[src/rtl/maxpool_2x2.sv]
// maxpool_2x2: streaming 2x2 / stride-2 signed max-pool over a raster feature map; MAXPOOL_RELU_EN fuses ReLU.
// Latency: oValid 1 cycle after a window's bottom-right sample. No back-pressure: every oValid must be taken.
module maxpool_2x2 #(
  parameter int DATA_W = 32,
  parameter int IMG_W  = 28,
  parameter int IMG_H  = 28
) (
  input  logic                     iCLK,
  input  logic                     iRST,
  input  logic signed [DATA_W-1:0] iX,
  input  logic                     iValid,
  output logic signed [DATA_W-1:0] oY,
  output logic                     oValid,
  output logic                     oFrameDone
);
  localparam int LB_N = IMG_W / 2;
  localparam int CW   = (IMG_W > 1) ? $clog2(IMG_W) : 1;
  localparam int RW   = (IMG_H > 1) ? $clog2(IMG_H) : 1;
  localparam int IW   = (LB_N > 1) ? $clog2(LB_N) : 1;
  localparam logic [CW-1:0] COL_LAST = CW'(IMG_W - 1);
  localparam logic [RW-1:0] ROW_LAST = RW'(IMG_H - 1);

  logic [CW-1:0]            col;
  logic [RW-1:0]            row;
  logic signed [DATA_W-1:0] hold;
  logic signed [DATA_W-1:0] lbuf [LB_N];
  logic [IW-1:0]            lb_idx;
  logic signed [DATA_W-1:0] pair_max;
  logic signed [DATA_W-1:0] win_max;
  logic signed [DATA_W-1:0] pooled;
  logic                     col_last;
  logic                     row_last;
  logic                     skip_col;

  function automatic logic signed [DATA_W-1:0] smax(input logic signed [DATA_W-1:0] a,
                                                    input logic signed [DATA_W-1:0] b);
    return (a > b) ? a : b;
  endfunction

  assign col_last = (col == COL_LAST);
  assign row_last = (row == ROW_LAST);
  // An even last column only exists for odd widths; it has no partner and is dropped.
  assign skip_col = col_last && !col[0];
  assign lb_idx   = IW'(col >> 1);

  always_comb begin
    pair_max = smax(hold, iX);
    win_max  = smax(pair_max, lbuf[lb_idx]);
  end

`ifdef MAXPOOL_RELU_EN
  assign pooled = win_max[DATA_W-1] ? '0 : win_max;
`else
  assign pooled = win_max;
`endif

  always_ff @(posedge iCLK or posedge iRST) begin
    if (iRST) begin
      col        <= '0;
      row        <= '0;
      hold       <= '0;
      oY         <= '0;
      oValid     <= 1'b0;
      oFrameDone <= 1'b0;
    end else begin
      oValid     <= iValid && row[0] && col[0];
      oFrameDone <= iValid && row_last && col_last;
      if (iValid) begin
        if (!col[0] && !skip_col) begin
          hold <= iX;
        end
        if (row[0] && col[0]) begin
          oY <= pooled;
        end
        if (col_last) begin
          col <= '0;
          row <= row_last ? '0 : row + 1'b1;
        end else begin
          col <= col + 1'b1;
        end
      end
    end
  end

  // Line buffer needs no reset: every entry is written on an even row before the odd row reads it.
  always_ff @(posedge iCLK) begin
    if (iValid && !iRST && !row[0] && col[0]) begin
      lbuf[lb_idx] <= pair_max;
    end
  end
endmodule

[config.mk]
export PLATFORM = sky130hd
export DESIGN_NAME = maxpool_2x2
export DESIGN_NICKNAME = d
export VERILOG_FILES = /design/src/rtl/maxpool_2x2.sv
export SDC_FILE = /design/constraint.sdc
export NUM_CORES = 1
export LEC_CHECK = 0
export ABC_CLOCK_PERIOD_IN_PS = 13420
export CAP_MARGIN = 5
export CORE_MARGIN = 10
export CORE_UTILIZATION = 50
export CTS_BUF_LIST = sky130_fd_sc_hd__clkbuf_16
export CTS_CLUSTER_DIAMETER = 30
export DETAILED_ROUTE_END_ITERATION = 8
export DONT_BUFFER_PORTS = 1
export PLACE_DENSITY = 0.65
export SLEW_MARGIN = 20
export SYNTH_ARGS = -nofsm -noshare
export SYNTH_HDL_FRONTEND = slang
export SYNTH_SLANG_ARGS = --single-unit
[constraint.sdc]
create_clock -name iCLK -period 13.42 [get_ports iCLK]
set_clock_uncertainty 0.05 [all_clocks]
set_input_delay 1.342 -clock iCLK [delete_from_list [all_inputs] [get_ports iCLK]]
set_output_delay 1.342 -clock iCLK [all_outputs]
set_load 0.02 [all_outputs]
==> run summary <==
Synth Instances: 1341
Leakage: 9.65 nW
Synth-to-Final Area Change: 18.5%
Slew HR: 32.0%
Vias: 12078
Int Pwr: 4.31 mW
Minimum clock period: 6970 ps
Worst Hold Class: reg -> reg
Max-Cap Viols: 0
CTS Buf Count: 97
Core footprint: 43400 sq um
Worst EP arrival: 7380 ps
Pwr dens: 239 nW/um^2
Outcome: complete, no violations
Largest net degree at the start of global routing: 106
WL/cell: 25.0 microns
Die area: 53000 sq um
WP data required: 13830 ps
RSZ-0062 raised after global routing: no
Vias per inst: 5.85
Worst hold slack: 454 ps
Netlist cell types: 53
Routed wire length: 51700 microns
Detail Route Antenna Nets: 0
DP Wirelength: 29400 microns
Die H: 230 microns
Sw Share: 31.0%
Final setup viols: 0
Total global routing overflow: 0
Cts repair resizes: 0
Synth Register Bits: 524
Switching power: 1.94 mW
Critical path class: in -> reg
Final Max Slew Viols: 0
Initial Util: 50.9%
Root Driver: clkbuf_16
Starting DRT DRC Count: 1030
Syn_nets: 1442
CTS tree: built
Cell Area, Synth: 22100 sq um
Die width: 230 microns
Ys async rst share: 14.5%
Max VDD drop: 0.240 mV
Setup TNS: 0 ps
Final Util: 60.3%
Finished Cell Area: 26200 sq um
Register area share after synthesis: 69.6%
Clock sink total: 524
Clock Power Share: 39.0%
# hold bufs at CTS: 0
DRT Pass-1 Iters: 7
Clk slew on worst S/H paths: 50 ps
Vias in the first global route: 12339
DRC viols: 0
Antenna diodes: 0
Post-synth EDFFs: 448
Share of layout cells above drive strength 1: 20.6%
Pre-CTS WS: 5980 ps
Worst reg2reg setup slack: 6800 ps
Rows: 76
Least-Margin Pin Slew: 1020 ps
Antenna violations before repair: 1
Placed Cells: 1885
Crit Path Max Fanout: 28
Max Root-Sink Buffers: 3
Crit path capture type: flop
Power share of the combinational group: 24.9%
Worst setup SP type: primary input
Primary FF master, synth: edfxtp_1
Total track usage: 19.7%
DP Area: 22800 sq um
Final worst slack: 6450 ps
Final net count: 1500
Final Hold Viols: 0
H-tree levels: 3
Flop pwr share: 36.1%
Setup Buffers After CTS: 0
Fmax achieved: 143 MHz
# IOs: 69
GP Congestion: 0.804
First-pass GRT wire length: 78000 microns
Synth Area per Inst: 16.5 sq um
Latest clock arrival within the worst-skew pair: 620 ps
PnR Total Power: 6.25 mW
Input/output buffers: 0
Fin cells: 2064
YS warnings: 0
Crit share post-route: 52.0%
[Yosys cell counts, types with 2 or more instances]
| master | number | share of area, % |
|---|---|---|
| edfxtp_1 | 448 | 61 |
| nand2_1 | 97 | 1.6 |
| mux2i_1 | 96 | 4.4 |
| mux4_2 | 96 | 9.8 |
| nor2_1 | 88 | 1.5 |
| a21oi_1 | 87 | 2.0 |
| dfrtp_1 | 76 | 8.6 |
| inv_1 | 72 | 1.2 |
| ha_1 | 66 | 3.7 |
| clkbuf_1 | 43 | 0.73 |
| o21ai_0 | 40 | 0.91 |
| o221ai_1 | 32 | 1.3 |
| buf_2 | 14 | 0.32 |
| nand3_1 | 11 | 0.25 |
| nand4_1 | 10 | 0.28 |
| buf_1 | 5 | 0.085 |
| o211ai_1 | 4 | 0.14 |
| a21o_1 | 3 | 0.10 |
| buf_6 | 3 | 0.15 |
| mux2_2 | 3 | 0.15 |
| nor2b_1 | 3 | 0.085 |
| nor4_1 | 3 | 0.085 |
| o21a_1 | 3 | 0.10 |
| xor2_1 | 3 | 0.12 |
| a211oi_1 | 2 | 0.068 |
| a221oi_1 | 2 | 0.079 |
| buf_4 | 2 | 0.068 |
| nor3_1 | 2 | 0.045 |
| nor3b_1 | 2 | 0.068 |
| or3_1 | 2 | 0.057 |
[metal layers]
metal	up-vias	part of all wire, %	wire length, microns	global-route usage (%)
met3	87	7.7	3970	5.26
met2	436	49	25200	31.2
met4	0	2.4	1240	6.45
met1	6191	41	21300	25.9
met5	-	0	0	0
li1	5364	-	-	-
[kinds of logic after synthesis]
family | after synthesis | synth area share [%]
AO/OA/AOI/OAI | 181 | 5.00
XOR/XNOR | 4 | 0.159
adder cells (fa/ha/maj) | 66 | 3.74
buffers and inverters | 139 | 2.58
flip-flops | 524 | 69.6
multiplexers | 195 | 14.3
AND/OR/NAND/NOR | 232 | 4.66
[power groups by stage]
stage | Sequential (mW) | Combinational, mW | Clock (mW)
after floorplan | 2.16 | 1.23 | 0
after global placement | 2.29 | 1.54 | 0
after detailed placement | 2.29 | 1.56 | 0
after CTS | 2.26 | 1.57 | 2.46
after global routing | 2.28 | 1.73 | 2.55
final | 2.26 | 1.56 | 2.43
[flip-flops by register name, indices dropped and copies added, names as in the netlist]
| signal | flops |
|---|---|
| row | 5 |
| oValid | 1 |
| oY | 32 |
| hold | 32 |
| col | 5 |
| lbuf | 448 |
| oFrameDone | 1 |
[critical path, cell delays in order]
cell	delay, ps
inv_1	30
ha_1	340
nand4_2	180
nor4_4	360
nand2_2	100
nor3_2	180
a31oi_1	80
a311oi_4	490
buf_4	540
mux2i_1	610
inv_1	380
ha_1	390
nand4_1	130
nor4_1	760
nand2_1	120
o211ai_1	140
or2_1	610
buf_4	370
o221ai_1	180
[final cells by class]
cell class / count / area [sq um]
Tap cell: 585 / 732
Timing Repair Buffer: 26 / 208
Fill cell: 3189 / 17200
Multi-Input combinational cell: 678 / 6260
Clock buffer: 103 / 2580
Inverter: 72 / 272
Clock inverter: 76 / 752
Sequential cell: 524 / 15400
[path summary, 6_finish.rpt]
path                          start     end  cells after the start
setup / recovery             iX[31]  oY[28]                     19
hold / removal               row[4]  row[4]                      2
setup reg to reg           hold[31]  oY[28]                     18
hold reg to reg              row[4]  row[4]                      2
max in group asynchronous      iRST  col[4]                      2
min in group asynchronous      iRST  oY[27]                      1
[cell usage in the layout (no fill, tap or decap), drive strengths merged, types with 7 or more instances in the layout]
master,instances
buf,26
edfxtp,448
inv,88
nand3,11
o21ai,41
ha,66
mux2i,96
nand4,12
o221ai,32
clkinv,39
nor2,88
mux4,96
dfrtp,76
clkinvlp,7
a21oi,87
nand2,98
bufinv,14
clkbuf,103
No activity file was read; power rests on OpenSTA's default activity.
